File: src/rtl/trap_sequencer_pkg.sv
// Shared types and constants for the trap sequencer: FSM states, CSR write targets
// and mstatus field positions.
package trap_sequencer_pkg;

  localparam int CAUSE_ILLEGAL_INSTR = 2;

  localparam int MIE    = 3;
  localparam int MPIE   = 7;
  localparam int MPP_HI = 12;
  localparam int MPP_LO = 11;

  typedef enum logic [2:0] {
    IDLE,
    WR_MEPC,
    WR_MCAUSE,
    WR_MTVAL,
    WR_MSTATUS,
    REDIRECT
  } trapState_;

  // NONE is what the port shows while the sequencer does not own it.
  typedef enum logic [11:0] {
    NONE    = 12'h000,
    MSTATUS = 12'h300,
    MEPC    = 12'h341,
    MCAUSE  = 12'h342,
    MTVAL   = 12'h343
  } destinationCSR_;

endpackage

File: src/rtl/trap_sequencer_if.sv
// Writeback-side bundle of the trap sequencer: retiring-instruction status and CSR
// snapshots in, commit kill / stall / CSR write / fetch redirect out.
interface trap_sequencer_if
  import trap_sequencer_pkg::*;
#(
  parameter int XLEN = 32
) ();

  logic             wbValid;
  logic             wbIllegal;
  logic             wbMret;
  logic [XLEN-1:0]  wbPC;
  logic [XLEN-1:0]  wbInstr;
  logic             interrupt;
  logic [XLEN-1:0]  mstatusIn;
  logic [XLEN-1:0]  mtvecIn;
  logic [XLEN-1:0]  mepcIn;

  logic             suppressCommit;
  logic             stall;
  logic             portGrant;
  logic             csrEnable;
  destinationCSR_   csrAddr;
  logic [XLEN-1:0]  csrData;
  logic             flush;
  logic             redirectValid;
  logic [XLEN-1:0]  redirectPC;

  modport master (
    output wbValid, wbIllegal, wbMret, wbPC, wbInstr, interrupt,
           mstatusIn, mtvecIn, mepcIn,
    input  suppressCommit, stall, portGrant, csrEnable, csrAddr, csrData,
           flush, redirectValid, redirectPC
  );

  modport slave (
    input  wbValid, wbIllegal, wbMret, wbPC, wbInstr, interrupt,
           mstatusIn, mtvecIn, mepcIn,
    output suppressCommit, stall, portGrant, csrEnable, csrAddr, csrData,
           flush, redirectValid, redirectPC
  );

endinterface

File: src/rtl/trap_sequencer.sv
// Takes traps/MRET at writeback: kills the commit, writes mepc/mcause/mtval/mstatus one
// per cycle, then flushes and redirects fetch (trap: redirect 5 cycles after detect, MRET: 2).
module trap_sequencer
  import trap_sequencer_pkg::*;
#(
  parameter int XLEN          = 32,
  parameter int EXT_INT_CAUSE = 11,
  parameter bit VECTORED_EN   = 1'b1
) (
  input logic             clock,
  input logic             reset,
  trap_sequencer_if.slave bus
);

  localparam logic [XLEN-1:0] INT_CAUSE  = {1'b1, {(XLEN-1){1'b0}}} | XLEN'(EXT_INT_CAUSE);
  localparam logic [XLEN-1:0] ALIGN_MASK = ~XLEN'(3);
  localparam logic [XLEN-1:0] VEC_OFFSET = XLEN'(4 * EXT_INT_CAUSE);

  trapState_       state;
  logic [XLEN-1:0] capPC, capCause, capMtval, capStatus;
  logic            capInt, capMret;
  logic            intTake, excTake, retTake, anyTake;
  logic [XLEN-1:0] trapStatus, retStatus, vecBase;

  // Gated by reset so nothing leaks out combinationally while reset is held.
  always_comb begin
    intTake = !reset && (state == IDLE) && bus.wbValid && bus.interrupt && bus.mstatusIn[MIE];
    excTake = !reset && (state == IDLE) && bus.wbValid && bus.wbIllegal;
    retTake = !reset && (state == IDLE) && bus.wbValid && bus.wbMret && !bus.wbIllegal;
    anyTake = intTake || excTake || retTake;
  end

  always_comb begin
    trapStatus                = capStatus;
    trapStatus[MPIE]          = capStatus[MIE];
    trapStatus[MIE]           = 1'b0;
    trapStatus[MPP_HI:MPP_LO] = 2'b11;
    retStatus                 = capStatus;
    retStatus[MIE]            = capStatus[MPIE];
    retStatus[MPIE]           = 1'b1;
    retStatus[MPP_HI:MPP_LO]  = 2'b11;
    vecBase                   = bus.mtvecIn & ALIGN_MASK;
  end

  always_ff @(posedge clock or posedge reset) begin
    if (reset) begin
      state     <= IDLE;
      capPC     <= '0;
      capCause  <= '0;
      capMtval  <= '0;
      capStatus <= '0;
      capInt    <= 1'b0;
      capMret   <= 1'b0;
    end else begin
      case (state)
        IDLE: begin
          if (anyTake) begin
            capPC     <= bus.wbPC;
            capStatus <= bus.mstatusIn;
            capInt    <= intTake;
            capMret   <= !intTake && !excTake;
            capCause  <= intTake ? INT_CAUSE : XLEN'(CAUSE_ILLEGAL_INSTR);
            capMtval  <= intTake ? '0 : bus.wbInstr;
            state     <= (intTake || excTake) ? WR_MEPC : WR_MSTATUS;
          end
        end
        WR_MEPC:    state <= WR_MCAUSE;
        WR_MCAUSE:  state <= WR_MTVAL;
        WR_MTVAL:   state <= WR_MSTATUS;
        WR_MSTATUS: state <= REDIRECT;
        default:    state <= IDLE;
      endcase
    end
  end

  always_comb begin
    bus.suppressCommit = 1'b0;
    bus.stall          = 1'b0;
    bus.portGrant      = 1'b0;
    bus.csrEnable      = 1'b0;
    bus.csrAddr        = NONE;
    bus.csrData        = '0;
    bus.flush          = 1'b0;
    bus.redirectValid  = 1'b0;
    bus.redirectPC     = '0;
    case (state)
      IDLE: begin
        bus.suppressCommit = anyTake;
        bus.stall          = anyTake;
      end
      WR_MEPC: begin
        {bus.stall, bus.portGrant, bus.csrEnable} = 3'b111;
        bus.csrAddr = MEPC;
        bus.csrData = capPC & ALIGN_MASK;
      end
      WR_MCAUSE: begin
        {bus.stall, bus.portGrant, bus.csrEnable} = 3'b111;
        bus.csrAddr = MCAUSE;
        bus.csrData = capCause;
      end
      WR_MTVAL: begin
        {bus.stall, bus.portGrant, bus.csrEnable} = 3'b111;
        bus.csrAddr = MTVAL;
        bus.csrData = capMtval;
      end
      WR_MSTATUS: begin
        {bus.stall, bus.portGrant, bus.csrEnable} = 3'b111;
        bus.csrAddr = MSTATUS;
        bus.csrData = capMret ? retStatus : trapStatus;
      end
      REDIRECT: begin
        bus.stall         = 1'b1;
        bus.flush         = 1'b1;
        bus.redirectValid = 1'b1;
        if (capMret)
          bus.redirectPC = bus.mepcIn;
        else if (VECTORED_EN && capInt && (bus.mtvecIn[1:0] == 2'b01))
          bus.redirectPC = vecBase + VEC_OFFSET;
        else
          bus.redirectPC = vecBase;
      end
      default: ;
    endcase
  end

endmodule
File: src/flat_wrapper.sv
// flat-port wrapper written by rule: the top's interface ports become plain ports
module trap_sequencer_flat import trap_sequencer_pkg::*;
#(
  parameter int XLEN          = 32,
  parameter int EXT_INT_CAUSE = 11,
  parameter bit VECTORED_EN   = 1'b1
)
  (clock, reset, bus_wbValid, bus_wbIllegal, bus_wbMret, bus_wbPC, bus_wbInstr, bus_interrupt, bus_mstatusIn, bus_mtvecIn, bus_mepcIn, bus_suppressCommit, bus_stall, bus_portGrant, bus_csrEnable, bus_csrAddr, bus_csrData, bus_flush, bus_redirectValid, bus_redirectPC);
  trap_sequencer_if #(.XLEN(XLEN)) bus_i ();
  input logic clock;
  input logic reset;
  input wire logic [$bits(bus_i.wbValid)-1:0] bus_wbValid;
  input wire logic [$bits(bus_i.wbIllegal)-1:0] bus_wbIllegal;
  input wire logic [$bits(bus_i.wbMret)-1:0] bus_wbMret;
  input wire logic [$bits(bus_i.wbPC)-1:0] bus_wbPC;
  input wire logic [$bits(bus_i.wbInstr)-1:0] bus_wbInstr;
  input wire logic [$bits(bus_i.interrupt)-1:0] bus_interrupt;
  input wire logic [$bits(bus_i.mstatusIn)-1:0] bus_mstatusIn;
  input wire logic [$bits(bus_i.mtvecIn)-1:0] bus_mtvecIn;
  input wire logic [$bits(bus_i.mepcIn)-1:0] bus_mepcIn;
  output wire logic [$bits(bus_i.suppressCommit)-1:0] bus_suppressCommit;
  output wire logic [$bits(bus_i.stall)-1:0] bus_stall;
  output wire logic [$bits(bus_i.portGrant)-1:0] bus_portGrant;
  output wire logic [$bits(bus_i.csrEnable)-1:0] bus_csrEnable;
  output wire logic [$bits(bus_i.csrAddr)-1:0] bus_csrAddr;
  output wire logic [$bits(bus_i.csrData)-1:0] bus_csrData;
  output wire logic [$bits(bus_i.flush)-1:0] bus_flush;
  output wire logic [$bits(bus_i.redirectValid)-1:0] bus_redirectValid;
  output wire logic [$bits(bus_i.redirectPC)-1:0] bus_redirectPC;
  assign bus_i.wbValid = bus_wbValid;
  assign bus_i.wbIllegal = bus_wbIllegal;
  assign bus_i.wbMret = bus_wbMret;
  assign bus_i.wbPC = bus_wbPC;
  assign bus_i.wbInstr = bus_wbInstr;
  assign bus_i.interrupt = bus_interrupt;
  assign bus_i.mstatusIn = bus_mstatusIn;
  assign bus_i.mtvecIn = bus_mtvecIn;
  assign bus_i.mepcIn = bus_mepcIn;
  assign bus_suppressCommit = bus_i.suppressCommit;
  assign bus_stall = bus_i.stall;
  assign bus_portGrant = bus_i.portGrant;
  assign bus_csrEnable = bus_i.csrEnable;
  assign bus_csrAddr = bus_i.csrAddr;
  assign bus_csrData = bus_i.csrData;
  assign bus_flush = bus_i.flush;
  assign bus_redirectValid = bus_i.redirectValid;
  assign bus_redirectPC = bus_i.redirectPC;
  trap_sequencer #(.XLEN(XLEN), .EXT_INT_CAUSE(EXT_INT_CAUSE), .VECTORED_EN(VECTORED_EN)) u_core (.clock(clock), .reset(reset), .bus(bus_i));
endmodule
File: config.mk
export PLATFORM = sky130hd
export DESIGN_NAME = trap_sequencer_flat
export DESIGN_NICKNAME = d
export VERILOG_FILES = /design/src/rtl/trap_sequencer_pkg.sv /design/src/rtl/trap_sequencer_if.sv /design/src/rtl/trap_sequencer.sv /design/src/flat_wrapper.sv
export SDC_FILE = /design/constraint.sdc
export NUM_CORES = 1
export LEC_CHECK = 0
export ABC_AREA = 1
export CORE_MARGIN = 5
export CORE_UTILIZATION = 47
export CTS_CLUSTER_DIAMETER = 40
export DETAILED_ROUTE_END_ITERATION = 16
export PLACE_DENSITY = 0.95
export SETUP_SLACK_MARGIN = 0.05
export SYNTH_ARGS = -nofsm -noshare
export SYNTH_HDL_FRONTEND = slang
export SYNTH_SLANG_ARGS = --single-unit
File: constraint.sdc
create_clock -name clock -period 9.1 [get_ports clock]
set_clock_uncertainty 0.2 [all_clocks]
set_input_delay 1.82 -clock clock [delete_from_list [all_inputs] [get_ports clock]]
set_output_delay 1.82 -clock clock [all_outputs]
set_load 0.05 [all_outputs]
==> metrics.md <==
| Metric | Value |
|---|---|
| Dominant cells by area after synthesis | dfrtp_1 41%, nand2_1 20%, inv_1 6.9%, nand3_1 6.7%, o21ai_0 4.6% |
| Crit start category | input pin |
| CP max FO | 56 |
| Fraction of layout instances using a drive strength above 1 | 4.15% |
| Syn Area/Cell | 6.86 sq um |
| Final cell count without fillers | 1,258 |
| CTS max path bufs | 2 |
| Total wire length | 19,600 um |
| Distinct cells, synth | 35 |
| Peak Freq | 145 MHz |
| Util after Layout | 68.8% |
| H-tree depth | 3 |
| Initial antenna violation count | 1 |
| Clk root buf | clkbuf_16 |
| DRT Pass-1 Iters | 5 |
| I/O pin total | 248 |
| Top delay family on crit path | buffers and inverters |
| Post-synth top area share | 41.0% |
| Post-synthesis simple-gate area fraction | 35.8% |
| Worst hold stages | 2 |
| Final setup viols | 0 |
| Synth Area in Compound Gates | 10.1% |
| Die Width | 123 um |
| Post-synthesis async set-or-reset flop share | 100% |
| Synth top cells by count | 312 x nand2_1, 110 x inv_1, 98 x dfrtp_1 |
| # nets final | 1,247 |
| Final max-slew violation count | 0 |
| Cell Int Power | 0.00129 W |
| Post-synthesis mux area share | 0% |
| Vias in the first global route | 6,218 |
| Hold Crit Class | flop to flop |
| NetSw | 0.00119 W |
| Initial core utilization | 47.6% |
| Status | complete, no violations |
| Total negative slack | 0 ns |
| Worst skew pair latency | 0.34 ns |
| DRC | 0 |
| Crit path buffers/inverters | 5 |
| Clock share of power | 16.4% |
| Hold buffer count at cts | 0 |
| Flops & latches, synth | 98 |
| Worst hold slack | 0.257 ns |
| R2R Setup Slk | 6.44 ns |
| Die height | 123 um |
| Area Overhead vs Synth | 44.4% |
| Via density | 5.08 |
| Synth Area in Adders | 0.209% |
| PwrDens | 287 mW/mm^2 |
| Final hold violation count | 0 |
| CTS resizes | 0 |
| Slew @ Worst Pin | 0.992 ns |
| First-pass GRT wire length | 30,000 um |
| Post-CTS repair timing setup buffer count | 0 |
| Worst Hold End | u_core.capCause[1]$_DFFE_PP0P_ |
| Avg WL per Cell | 15.6 um |
| Static Leak | 4.11 nW |
| Dpl cells | 1,241 |
| RD Place Congestion | 0.937 |
| Grt total ovfl | 0 |
| Largest net degree at the start of global routing | 105 |
| Clock Sinks | 98 |
| Most frequent CP cell | clkdlybuf4s50_1 |
| Switch share | 48.0% |
| Prevailing post-synth register cell | dfrtp_1 |
| Logic pwr share | 54.2% |
| DIE AREA | 0.0151 sq mm |
| Worst Path Arrival | 4.89 ns |
| Most common cell in the netlist | nand2_1 |
| DPL Wire Length | 14,500 um |
| Iteration-0 DRC Markers | 570 |
| Setup CP Type | input pin to output port |
| Seq/Total Area, Yosys | 41.0% |
| CTS tree | built |
| Worst Hold Launch | u_core.capCause[1]$_DFFE_PP0P_ |
| Tot GR Track Use | 25.3% |
| YS warnings | 0 |
| Critical path's slowest cell | inv_2 |
| ANT nets after route | 0 |
| R2R depth | 8 |
| Worst Setup End Kind | output port |
| Max-slew headroom | 33.7% |
| Reg-to-reg endpoint | u_core.capMtval[31]$_DFFE_PP0P_ |
| EDFF count, synth | 0 |
| RSZ-0062 raised after global routing | false |
| Worst VDD drop | 0.179 mV |
| Cell count after synthesis | 872 |
| Number of max-cap violations | 0 |
| Core Region | 0.0126 sq mm |
| # port buffers | 236 |
| TritonCTS buffer count | 9 |
| Crit path required time | 7.08 ns |
| Netlist Area Pre-Place | 0.00598 sq mm |
| Final period utilization | 76.0% |
| Flop pwr share | 29.5% |
| Num rows | 41 |
| Total number of vias | 6,391 |
| CTS clk-pin slew, worst paths | 0.07 ns |
| Ordered cell list for the critical path | clkdlybuf4s50_1 -> inv_4 -> nand2_1 -> nor2_4 -> o21ai_2 -> nand2_4 -> inv_2 -> nand3_1 -> o21ai_1 -> inv_1 -> clkdlybuf4s50_1 |
| Synth area leader | dfrtp_1 |
| Largest family of logic cells by synthesized area | simple AND/OR/NAND/NOR gates |
| Final Total Pwr | 0.00248 W |
| Fin crit period | 6.91 ns |
| Crit-path max cell delay | 0.75 ns |
| Crit Reg-Reg Startpoint | u_core.state[1]$_DFFE_PP0P_ |
| Synth Area in XOR/XNOR | 0.293% |
## power by group through the flow
stage	sequential, W	combinational (W)	clock, W
floorplan	0.000708	0.000936	0
CTS	0.000729	0.00135	0.000409
global placement	0.000725	0.00131	0
finish	0.000732	0.00135	0.000406
detailed placement	0.000736	0.00134	0
global route	0.000753	0.00145	0.000425
## layout make-up
cell class / instances / area (sq um)
diodes: 1 / 2.50
clock buffers: 10 / 239
clock inverters: 6 / 83.8
fillers: 973 / 3920
inverters: 116 / 438
multi-input cells: 614 / 2810
flip-flops and latches: 98 / 2450
well taps: 172 / 215
repair buffers: 241 / 2400
## worst register-to-register path, cell delays in order (launching register included)
cell and delay (ns):
dfrtp_1 0.44, nor2_2 0.19, nand2_1 0.13, nor2_4 0.13
nand2_2 0.09, nand2_4 0.25, buf_4 0.77, nand3_1 0.23
o21ai_0 0.15
## metal layers
metal / GRT usage, % / share of wire, % / vias to the layer above
met2: 42.8 / 48 / 291
li1: - / - / 3149
met1: 30.2 / 39 / 2902
met4: 10.2 / 3.1 / 0
met3: 7.42 / 9.8 / 49
met5: 0 / 0 / -
## logic make-up after synthesis
kind of cell    count (synthesis)
buf+inv                       166
flops                          98
fa+ha+maj                       1
xor+xnor                        2
simple gates                  503
compound gates                101
other cells                     1
## through the flow
step | instance area [sq um] | worst slack, ns
6_report | 8640 | 2.19
5_1_grt | 8640 | 1.89
4_1_cts | 8640 | 2.18
3_5_place_dp | 8320 | 2.19
3_3_place_gp | 8320 | 2.22
2_1_floorplan | 6010 | 1.84
## worst max-delay path by stage
stage	startpoint	end	slack [ns]	cells past startpoint
final	reset	bus_stall	2.19	11
after global routing	reset	bus_stall	1.89	11
after CTS	reset	bus_stall	2.18	11
after detailed placement	reset	bus_stall	2.19	11
after global placement	reset	bus_stall	2.22	11
after floorplan	reset	bus_stall	1.84	10
## cells in the final DEF, fill, tap and decap left out, drive strengths merged
cell type | netlist | final
o21ai | 59 | 59
a31oi | 1 | 1
bufinv | 0 | 1
nand4 | 9 | 9
nand3b | 10 | 10
dfrtp | 98 | 98
o211ai | 16 | 16
nand3 | 82 | 82
or2 | 2 | 2
nor2 | 80 | 80
xnor2 | 1 | 1
nand2 | 315 | 315
nor3 | 5 | 5
clkdlybuf4s50 | 0 | 236
inv | 115 | 117
clkbuf | 18 | 10
o221ai | 14 | 14
a21oi | 10 | 10
clkinv | 1 | 4
buf | 32 | 5
conb | 1 | 7
diode | 0 | 1
xor2 | 1 | 1
o2111ai | 1 | 1
ha | 1 | 1
## state kept, by name (all words and copies together) (netlist names)
signal	flops
u_core.capCause	2
u_core.capMtval	32
u_core.capPC	30
u_core.capMret	1
u_core.state	3
u_core.capStatus	30
No activity file was read; power rests on OpenSTA's default activity.
